`config.mk`:
```
export PLATFORM = sky130hd
export DESIGN_NAME = fetch_ctrl
export DESIGN_NICKNAME = d
export VERILOG_FILES = /design/src/rtl/computer16_pkg.sv /design/src/rtl/fetch_buffer.sv /design/src/rtl/fetch_ctrl.sv
export SDC_FILE = /design/constraint.sdc
export NUM_CORES = 1
export LEC_CHECK = 0
export ABC_AREA = 1
export CAP_MARGIN = 20
export CORE_MARGIN = 2
export CORE_UTILIZATION = 48
export CTS_BUF_LIST = sky130_fd_sc_hd__clkbuf_16
export DETAILED_ROUTE_END_ITERATION = 16
export GPL_TIMING_DRIVEN = 0
export MAX_ROUTING_LAYER = met4
export PLACE_DENSITY_LB_ADDON = 0.08
export SYNTH_ARGS = -nofsm -noshare
export SYNTH_HDL_FRONTEND = slang
export SYNTH_SLANG_ARGS = --single-unit
```
`constraint.sdc`:
```
create_clock -name clock -period 8.7 [get_ports clock]
set_input_delay 1.74 -clock clock [delete_from_list [all_inputs] [get_ports clock]]
set_output_delay 1.74 -clock clock [all_outputs]
set_load 0.01 [all_outputs]
```
`src/rtl/computer16_pkg.sv`:
```
// Shared constants and types for the 16-bit CPU fetch path.
package computer16_pkg;

  localparam int C16_AW = 16;
  localparam int C16_DW = 16;

  typedef enum logic {
    FETCH   = 1'b0,
    DISCARD = 1'b1
  } fetch_state_t;

  typedef struct packed {
    logic [C16_AW-1:0] addr;
    logic [C16_DW-1:0] data;
  } fetch_entry_t;

endpackage

```
`src/rtl/fetch_buffer.sv`:
```
// Small FIFO holding fetched {addr,instr} pairs for the decoder.
// DEPTH must be a power of two so the pointers wrap naturally.
module fetch_buffer #(
  parameter int W     = 32,
  parameter int DEPTH = 2
) (
  input  logic                       clock,
  input  logic                       rst_n,
  input  logic                       push,
  input  logic [W-1:0]               push_data,
  input  logic                       pop,
  input  logic                       flush,
  output logic [W-1:0]               head_data,
  output logic [$clog2(DEPTH+1)-1:0] count
);

  localparam int PW = $clog2(DEPTH);
  localparam int CW = $clog2(DEPTH+1);

  logic [W-1:0]  mem [DEPTH];
  logic [PW-1:0] wr_ptr;
  logic [PW-1:0] rd_ptr;

  // Pointer and occupancy bookkeeping; flush wins over push/pop.
  always_ff @(posedge clock or negedge rst_n) begin
    if (!rst_n) begin
      wr_ptr <= '0;
      rd_ptr <= '0;
      count  <= '0;
    end else if (flush) begin
      wr_ptr <= '0;
      rd_ptr <= '0;
      count  <= '0;
    end else begin
      if (push) wr_ptr <= wr_ptr + PW'(1);
      if (pop)  rd_ptr <= rd_ptr + PW'(1);
      count <= count + CW'(push) - CW'(pop);
    end
  end

  // Entry storage; contents are only meaningful below count.
  always_ff @(posedge clock) begin
    if (push) mem[wr_ptr] <= push_data;
  end

  assign head_data = mem[rd_ptr];

endmodule

```
`src/rtl/fetch_ctrl.sv`:
```
// Instruction-fetch sequencer: drives the PC strobes, issues ROM reads at
// the PC address, buffers fetched instructions and handles jump redirects.
// Optional feature macro: FETCH_PERF_EN (adds saturating fetch/flush counters).
module fetch_ctrl
  import computer16_pkg::*;
#(
  parameter int AW    = C16_AW,
  parameter int DW    = C16_DW,
  parameter int DEPTH = 2
) (
  input  logic          clock,
  input  logic          rst_n,
  input  logic [AW-1:0] pc_out,
  output logic [AW-1:0] pc_in,
  output logic          pc_load,
  output logic          pc_inc,
  output logic          rom_req,
  output logic [AW-1:0] rom_addr,
  input  logic          rom_ack,
  input  logic [DW-1:0] rom_data,
  input  logic          jump_valid,
  input  logic [AW-1:0] jump_target,
  output logic          instr_valid,
  output logic [DW-1:0] instr_data,
  output logic [AW-1:0] instr_addr,
  input  logic          instr_ready
`ifdef FETCH_PERF_EN
  ,
  output logic [15:0]   perf_fetch_cnt,
  output logic [15:0]   perf_flush_cnt
`endif
);

  localparam int CW = $clog2(DEPTH+1);

  fetch_state_t  state;
  logic [AW-1:0] held_addr;
  logic [CW-1:0] count;
  logic          accept;
  logic          pop;

  // Strobes are gated by rst_n so they drop the instant reset asserts.
  // In DISCARD the abandoned request must be kept alive at its old address,
  // since the PC has already moved to the jump target.
  assign rom_req  = rst_n && ((state == DISCARD) || (count < CW'(DEPTH)));
  assign rom_addr = (state == DISCARD) ? held_addr : pc_out;
  assign accept   = rst_n && (state == FETCH) && rom_req && rom_ack && !jump_valid;
  assign pc_inc   = accept;
  assign pc_load  = rst_n && jump_valid;
  assign pc_in    = pc_load ? jump_target : '0;

  assign instr_valid = (count != '0);
  assign pop         = instr_valid && instr_ready;

  // Fetch FSM: track whether an old-path ROM request is still outstanding.
  always_ff @(posedge clock or negedge rst_n) begin
    if (!rst_n) begin
      state <= FETCH;
    end else begin
      case (state)
        FETCH:   if (jump_valid && rom_req && !rom_ack) state <= DISCARD;
        DISCARD: if (rom_ack) state <= FETCH;
        default: state <= FETCH;
      endcase
    end
  end

  // Remember the address of the live request so DISCARD can hold it stable.
  always_ff @(posedge clock) begin
    if (rom_req) held_addr <= rom_addr;
  end

  fetch_buffer #(
    .W     (AW + DW),
    .DEPTH (DEPTH)
  ) u_buffer (
    .clock     (clock),
    .rst_n     (rst_n),
    .push      (accept),
    .push_data ({rom_addr, rom_data}),
    .pop       (pop),
    .flush     (pc_load),
    .head_data ({instr_addr, instr_data}),
    .count     (count)
  );

`ifdef FETCH_PERF_EN
  function automatic logic [15:0] sat_inc(input logic [15:0] v);
    return (v == 16'hFFFF) ? v : v + 16'd1;
  endfunction

  // Saturating event counters for accepted fetches and redirects.
  always_ff @(posedge clock or negedge rst_n) begin
    if (!rst_n) begin
      perf_fetch_cnt <= '0;
      perf_flush_cnt <= '0;
    end else begin
      if (accept)  perf_fetch_cnt <= sat_inc(perf_fetch_cnt);
      if (pc_load) perf_flush_cnt <= sat_inc(perf_flush_cnt);
    end
  end
`endif

endmodule

```
==> results.md <==
* Outcome: complete, no violations
* Synthesis Warnings at 0
* P_int at 904 uW
* Clock group share of total power at 0.260
* Inserted Diodes at 0
* Clock tree from TritonCTS: yes
* Proportion of synthesized flip-flops having asynchronous set or reset at 0.0588
* H-Tree Depth at 3
* Overall overflow remaining after global route at 0
* Max IR drop VDD at 136 uV
* Skew-Pair Late Insertion Delay at 0.33 ns
* Last weighted congestion value of the routability-driven placer at 0.745
* Setup repair after global routing missed its margin: no
* Die H at 89.2 um
* Most frequent standard cell in the layout excluding fill and tap cells: nand2_1
* Element type at the critical path start: primary input
* Post-CTS Repair Setup Buffers at 0
* Area enclosed by the die boundary at 7960 sq um
* Number of global-route vias before repair at 2301
* Per-cell via count in the routed design at 4.56
* Detail Route Antenna Nets at 0
* Number of top-level pins at 121
* Number of antenna violations at the first check in global routing at 0
* Gate count after technology mapping at 315
* Nets in the synthesized netlist at 370
* Number of synthesized flops with an enable pin at 80
* Global-route track usage on met1 at 0.226
* CORE AREA at 7140 sq um
* Routing usage on met2 at 0.314
* Max Cap Viol at 0
* Wire length of the first global-routing pass at 10.7 mm
* Initial DRC Count at 71
* Mean cell area of the mapped netlist at 11.1 sq um
* Register bit count reported by yosys at 85
* Net Switching at 388 uW
* Clock Skews at 0.00361 ns
* Fillers at 533
* Aggregate global-route resource usage at 0.188
* Final count of hold timing violations at 0
* Clock transition at the registers of the reported paths at 0.06 ns
* Root Driver: clkbuf_16
* Combinational cell fraction of total power at 0.347
* Worst-case reg-to-reg path depth at 6
* Post-synthesis share of cell area spent on and, or, nand and nor gates at 0.208
* Final Core Density at 0.718
* Post-synthesis instance area at 3490 sq um
* Cell area power density at 252 nW/um^2
* Commonest cells after routing, fill and taps aside: nand2_1 (151), clkdlybuf4s50_1 (120), edfxtp_1 (80)
* Final count of negative-setup-slack endpoints at 0
* Final critical-path required period at 5.44 ns
* Final Net Count at 503
* Count of input and output buffers at 120
* Sequential cell fraction of total power at 0.394
* Average wire per cell in the routed design at 13.2 um
* Tightest Pin Transition at 0.996 ns
* Cts bufs inserted at 9
* Data arrival time of the critical path at 3.70 ns
* Final Max Tran Viols at 0
* Share of the cycle needed by the critical path after routing at 0.626
* Post-detailed-placement half-perimeter wirelength at 5.03 mm
* Clk sink count at 85
* Critical path class: in -> out
* Worst Path Max Fanout at 12
* PostCTS Resize Cnt at 0
* Initial core utilization at 0.489
* Switching share of power at 0.301
* Setup Total Neg Slack at 0 ns
* Part of the Yosys area used for sequential elements at 0.725
* M3 GR Usage at 0.0489
* Placement Rows at 31
* Synth cell types at 20
* Critical Path End Type: output port
* Maximum number of pins on one net before global-route repair at 34
* Adder-cell area share of the yosys netlist at 0.00718
* Total number of vias at 2515
* Final wirelength at 7.28 mm
* P_leak at 0.00213 uW
* Area share of xor/xnor cells in the synthesized design at 0.00251
* Hold Path Class: reg -> reg
* Share of cell area taken by muxes after synthesis at 0
* Pre-antenna DRT Iters at 4
* Critical path data required time at 6.96 ns
* Synth-to-layout area growth at 47.0%
* Share of layout cells above drive strength 1 at 0.0839
* Top FF cell, synth: edfxtp_1
* Synth Area in Compound Gates at 0.00502
* Hold buffer count at CTS at 0
* FMAX at 184 MHz
* GRT Max-Usage Layer: met2
* Headroom to the max-slew limit at 0.335
* Combinational family with the most area after synthesis: simple AND/OR/NAND/NOR gates
* Instance count along the most critical hold path at 2
* Die width at 89.2 um
* DRC violations left at 0
* Number of buffers on the longest clock path at 2
cells in the mapped netlist, types with 2 or more instances:
cell / number / area [sq um]
dfrtp_1: 5 / 125
inv_1: 25 / 93.8
ha_1: 2 / 25.0
buf_2: 9 / 45.0
nand2_1: 151 / 567
nor2_1: 25 / 93.8
nor2_4: 2 / 22.5
nor2_2: 2 / 12.5
nand2_2: 3 / 18.8
clkbuf_1: 2 / 7.51
edfxtp_1: 80 / 2400
layer usage:
| layer | part of all wire | up-vias |
|---|---|---|
| met3 | 0.049 | 2 |
| met5 | 0 | - |
| li1 | - | 1273 |
| met4 | 0.0044 | 0 |
| met2 | 0.53 | 62 |
| met1 | 0.42 | 1178 |
power groups by stage:
stage               registers [uW]  logic [uW]  clock network (uW)
global placement               517         438                   0
finish                         509         448                 336
floorplan                      515         211                   0
detailed placement             517         453                   0
global route                   513         495                 354
CTS                            509         455                 340
worst max-delay path, stage by stage:
cell and delay [ns]:
clkdlybuf4s50_1 0.69, a21boi_2 0.49, buf_8 0.22, clkdlybuf4s50_1 0.55
registers in the layout, indices dropped and copies added, names as in the netlist:
| signal | flops |
|---|---|
| held_addr | 16 |
| state | 1 |
| u_buffer.wr_ptr | 1 |
| u_buffer.mem | 64 |
| u_buffer.rd_ptr | 1 |
| u_buffer.count | 2 |
worst paths after layout:
path | start | to | slack, ns
min in group asynchronous | rst_n | u_buffer.wr_ptr | 1.70
setup reg to reg | state | u_buffer.mem[1][6] | 6.27
max in group asynchronous | rst_n | u_buffer.count[1] | 6.74
setup / recovery | rst_n | rom_req | 3.26
hold / removal | held_addr[1] | u_buffer.mem[0][17] | 0.60
hold reg to reg | held_addr[1] | u_buffer.mem[0][17] | 0.60
layout make-up:
class / count / area, sq um / share of cell area
sequential: 85 / 2530 / 0.493
timing repair buffer: 122 / 1240 / 0.241
multi-input combinational: 190 / 788 / 0.154
clock buffer: 9 / 225 / 0.0439
tap: 99 / 124 / 0.0242
inverter: 27 / 104 / 0.0203
buffer: 13 / 78.8 / 0.0154
clock inverter: 7 / 43.8 / 0.00854
stage by stage:
| stage | power (uW) | area [sq um] | instances | hold slack, ns | worst slack (ns) |
|---|---|---|---|---|---|
| floorplan | 726 | 3490 | 315 | 0.586 | 3.91 |
| global placement | 954 | 4810 | 534 | 0.567 | 1.92 |
| detailed placement | 970 | 4860 | 536 | 0.582 | 3.24 |
| CTS | 1300 | 5130 | 552 | 0.598 | 3.23 |
| global route | 1360 | 5130 | 552 | 0.621 | 3.15 |
| finish | 1290 | 5130 | 552 | 0.597 | 3.26 |
logic make-up (layout without fill, tap and decap cells):
logic type	count (synthesis)	in the layout
AOI/OAI and AO/OA	3	3
xor gates and xnor gates	1	1
adders and majority gates	2	2
buffers and inverters	40	178
DFF	85	85
and+or+nand+nor	184	184
Note: power is estimated with default switching activity, not from simulation.
